<file path="src/rtl/serial_rca.sv">
// Bit-serial ripple-carry adder: one full-adder slice plus a carry flop, one sum bit per clock.
// Optional signed-overflow output sa_Ovf is built only when SERIAL_RCA_OVF_EN is defined.
module serial_rca #(
  parameter int WIDTH = 8
) (
  input  logic             clk,
  input  logic             rst,
  input  logic [WIDTH-1:0] sa_A,
  input  logic [WIDTH-1:0] sa_B,
  input  logic             sa_Cin,
  input  logic             sa_start,
  output logic             sa_ready,
  output logic             sa_busy,
  output logic [WIDTH-1:0] sa_Sum,
  output logic             sa_Cout,
  output logic             sa_done,
`ifdef SERIAL_RCA_OVF_EN
  output logic             sa_Ovf,
`endif
  output logic [1:0]       sa_state
);

  localparam int CW = $clog2(WIDTH);

  typedef enum logic [1:0] {
    IDLE  = 2'd0,
    SHIFT = 2'd1,
    DONE  = 2'd2
  } state_t;

  state_t         state_q, state_d;
  logic [WIDTH-1:0] a_sh, b_sh, s_sh;
  logic [CW-1:0]  cnt;
  logic           c;
  logic           s_bit, c_next, last, accept;
  logic [WIDTH-1:0] s_next;

  // Handshake: a request transfers on a rising edge where sa_start && sa_ready;
  // sa_start is ignored (not queued) whenever sa_ready is low.
  assign accept   = sa_start && (state_q == IDLE);
  assign last     = (cnt == CW'(WIDTH - 1));
  assign s_bit    = a_sh[0] ^ b_sh[0] ^ c;
  assign c_next   = (a_sh[0] & b_sh[0]) | (a_sh[0] & c) | (b_sh[0] & c);
  assign s_next   = {s_bit, s_sh[WIDTH-1:1]};

  assign sa_ready = (state_q == IDLE);
  assign sa_busy  = (state_q == SHIFT) || (state_q == DONE);
  assign sa_done  = (state_q == DONE);
  assign sa_state = state_q;

  always_ff @(posedge clk or posedge rst) begin
    if (rst) state_q <= IDLE;
    else     state_q <= state_d;
  end

  always_comb begin
    state_d = state_q;
    case (state_q)
      IDLE:    if (sa_start) state_d = SHIFT;
      SHIFT:   if (last) state_d = DONE;
      DONE:    state_d = IDLE;
      default: state_d = IDLE;
    endcase
  end

  always_ff @(posedge clk or posedge rst) begin
    if (rst) begin
      a_sh    <= '0;
      b_sh    <= '0;
      s_sh    <= '0;
      c       <= 1'b0;
      cnt     <= '0;
      sa_Sum  <= '0;
      sa_Cout <= 1'b0;
`ifdef SERIAL_RCA_OVF_EN
      sa_Ovf  <= 1'b0;
`endif
    end else if (accept) begin
      a_sh <= sa_A;
      b_sh <= sa_B;
      s_sh <= '0;
      c    <= sa_Cin;
      cnt  <= '0;
    end else if (state_q == SHIFT) begin
      a_sh <= a_sh >> 1;
      b_sh <= b_sh >> 1;
      s_sh <= s_next;
      c    <= c_next;
      cnt  <= cnt + 1'b1;
      if (last) begin
        sa_Sum  <= s_next;
        sa_Cout <= c_next;
`ifdef SERIAL_RCA_OVF_EN
        // c is the carry into the MSB slice, c_next the carry out of it.
        sa_Ovf  <= c ^ c_next;
`endif
      end
    end
  end

endmodule

</file>
<file path="config.mk">
export PLATFORM = sky130hd
export DESIGN_NAME = serial_rca
export DESIGN_NICKNAME = d
export VERILOG_FILES = /design/src/rtl/serial_rca.sv
export SDC_FILE = /design/constraint.sdc
export NUM_CORES = 1
export LEC_CHECK = 0
export BUFFER_PORTS_ARGS = -buffer_cell sky130_fd_sc_hd__clkbuf_2
export CAP_MARGIN = 20
export CORE_UTILIZATION = 58
export DETAILED_ROUTE_END_ITERATION = 6
export PLACE_DENSITY = 0.83
export SYNTH_ARGS = -nofsm -noshare
export SYNTH_HDL_FRONTEND = slang
export SYNTH_SLANG_ARGS = --single-unit
</file>
<file path="constraint.sdc">
create_clock -name clk -period 2.8 [get_ports clk]
set_clock_uncertainty 0.05 [all_clocks]
set_input_delay 0.14 -clock clk [delete_from_list [all_inputs] [get_ports clk]]
set_output_delay 0.14 -clock clk [all_outputs]
set_load 0.01 [all_outputs]
</file>
==> results.yml <==
sta:
  rsz0062_at_grt: "no"
  worst_slew_pin_slew_ns: 0.5827
  hold_ws_ns: 0.07138
  fmax_ghz: 0.4802
  worst_slew_margin_rel: 0.6115
  period_needed_ns: 2.082
  slew_violations: 0
  hold_violations: 0
  min_period_over_period: 0.7437
  finalSetupViolCount: 0
  tns_ns: 0
place:
  placed_area_sq_um: 1931
  gp_congestion: 0.7337
  io_buffers: 33
  dp_hpwl_um: 1932
cts:
  cts_resized: 0
  clk_pin_slew_ns: 0.11
  clk_latency_ns: 0.35
  clock_sinks: 38
  cts_tree: "built"
  htree_levels: 2
  numCtsBuffers: 5
  cts_root_buf: "clkbuf_4"
  cts_buffer_depth: 2
worst_setup_path:
  path_max_fanout: 12
  path_class: "reg2reg"
  end_kind: "flop"
  arrival_ns: 2.28
  worstSetupStartpointType: "flop"
  crit_required_ns: 2.99
global_route:
  grt_remaining_overflow: 0
  grt_busiest_layer: "met2"
  grt_pass1_vias: 1367
  grtUsageTotal: 0.2356
  grt_max_degree: 46
  antenna_found_initial: 0
  met1_usage: 0.2627
  grt_pass1_wl_um: 5775
  grt_use_met3: 0.04762
  grt_util_met2: 0.4286
synthesis:
  yosysSeqAreaShare: 0.5386
  yosys.area_share.xor_xnor: 0.004961
  synth.area.mux_share: 0.2190
  synth_top_area_cell: "dfrtp_1"
  synth_top_family_by_area: "multiplexers"
  synth_ff_type: "dfrtp_1"
  ys_warn_count: 0
  synthArstFlopShare: 1.000
  synthCells: 145
  synth_common_cells: "38 x dfrtp_1, 24 x mux2i_1, 18 x nand2_1, 18 x o21ai_0, 10 x nor2_1"
  synthTopCellsByArea: "dfrtp_1 54%, mux2i_1 14%, mux2_4 7.7%, o21ai_0 5.1%, ha_1 4.3%"
  syn-cell-area_sq_um: 1765
  post-synth-top-count-cell: "dfrtp_1"
  synthAdderAreaFrac: 0.05386
  syn_area_per_cell_sq_um: 12.18
  synth_cell_type_count: 21
  ys_ff_latch: 38
  synthSimpleGateAreaFrac: 0.08646
  synthesis.nets: 172
  synth_compound_gate_area_share: 0.05811
  yosysTopAreaCellShare: 0.5386
  synth_edf_count: 0
final_layout:
  final_util: 0.7855
  antennaDiodeCount: 0
  drive_gt1_frac: 0.2727
  finalNetCount: 224
  stdcell_area_sq_um: 2222
  area_growth_pct: 25.87
routing:
  first_iter_violations: 15
  drc: 2
  finalWirelength_um: 3170
  drt-pass1-iter-count: 7
  num_vias: 1216
  via_per_inst: 5.310
  wire_per_inst_um: 13.84
  ant_nets: 0
die:
  dieArea_sq_um: 3268
  fp-row-count: 19
  core_area_sq_um: 2829
  initial_utilization: 0.6241
  io-pin-count: 34
  die-height_um: 57.17
  die_x_um: 57.17
power:
  powerDensity_nw_per_um2: 998.5
  power_leakage_nw: 1.142
  peakVddDrop_uv: 650.2
hold_path:
  hp-class: "in2reg"
status:
  status: "complete, but fails checks"
  violations: "design-rule violations"
flow_run:
  drv_cap: 0
## flip-flops by register name (all words and copies together) (netlist names)
signal	cells
a_sh	8
b_sh	8
sa_Sum	8
s_sh	7
cnt	3
sa_state	2
c	1
sa_Cout	1
## layer usage
| layer | vias up | wire length, um | share of wire |
|---|---|---|---|
| met5 | - | 0 | 0 |
| met1 | 583 | 1368 | 0.43 |
| met2 | 33 | 1641 | 0.52 |
| met4 | 0 | 56 | 0.018 |
| met3 | 7 | 103 | 0.032 |
| li1 | 593 | - | - |
## worst max-delay path, stage by stage (launching register included)
cell and delay [ns]:
dfrtp_1 0.41, inv_1 0.12, ha_1 0.55, nand2_1 0.25, nor2_8 0.26, mux2_4 0.33
## logic make-up after synthesis
logic type,count (synthesis)
adder cells (fa/ha/maj),7
flip-flops,38
AND/OR/NAND/NOR,33
XOR/XNOR,1
AO/OA/AOI/OAI,20
multiplexers,34
buffers and inverters,12
## per-stage QoR
| step | worst slack [ns] | power (mW) | instances |
|---|---|---|---|
| finish | 0.7177 | 2.219 | 229 |
| global route | 0.6013 | 2.372 | 229 |
| CTS | 0.7074 | 2.226 | 229 |
| detailed placement | 0.7448 | 1.716 | 203 |
| global placement | 0.8469 | 1.664 | 203 |
| floorplan | 1.076 | 1.542 | 145 |
## layout make-up
class                      instances  area [sq um]
multi-input combinational         95         745.7
fill                             170         606.8
clock inverter                     2         60.06
sequential                        38         950.9
clock buffer                       6         51.30
inverter                           4         15.01
tap                               31         38.79
timing repair buffer              53         360.3
## final timing paths
| kind | slack (ns) | to | cells past startpoint | from |
|---|---|---|---|---|
| min in group asynchronous | 0.36 | sa_Sum[1] | 4 | rst |
| max in group asynchronous | 2.01 | b_sh[5] | 4 | rst |
| min | 0.07 | sa_state[1] | 3 | sa_start |
| min reg2reg | 0.47 | sa_Sum[2] | 1 | sa_Sum[2] |
| max | 0.72 | sa_Sum[7] | 5 | sa_state[1] |
| max reg2reg | 0.72 | sa_Sum[7] | 5 | sa_state[1] |
## power by group
| group | internal [mW] | switching, mW | total [mW] |
|---|---|---|---|
| combinational | 0.403 | 0.425 | 0.828 |
| clock | 0.302 | 0.184 | 0.486 |
| sequential | 0.763 | 0.142 | 0.905 |
## what timing repair did
| action | CTS | global route |
|---|---|---|
| hold endpoints to repair | 55 | 0 |
| buffers inserted | 0 | 0 |
| hold buffers | 18 | 0 |
## cells in the final DEF (no fill, tap or decap), drive strengths merged
cell         netlist  final
a21oi              1      1
and2               1      1
buf                7      2
bufinv             0      2
clkbuf             1     39
dfrtp             38     38
dlygate4sd3        0     18
fa                 1      1
ha                 6      6
inv                4      4
mux2              10     10
mux2i             24     24
nand2             18     18
nand2b             2      2
nor2              11     11
nor2b              1      1
o21a               1      1
o21ai             18     18
xnor2              1      1
Power figures use the tool's default switching activity.
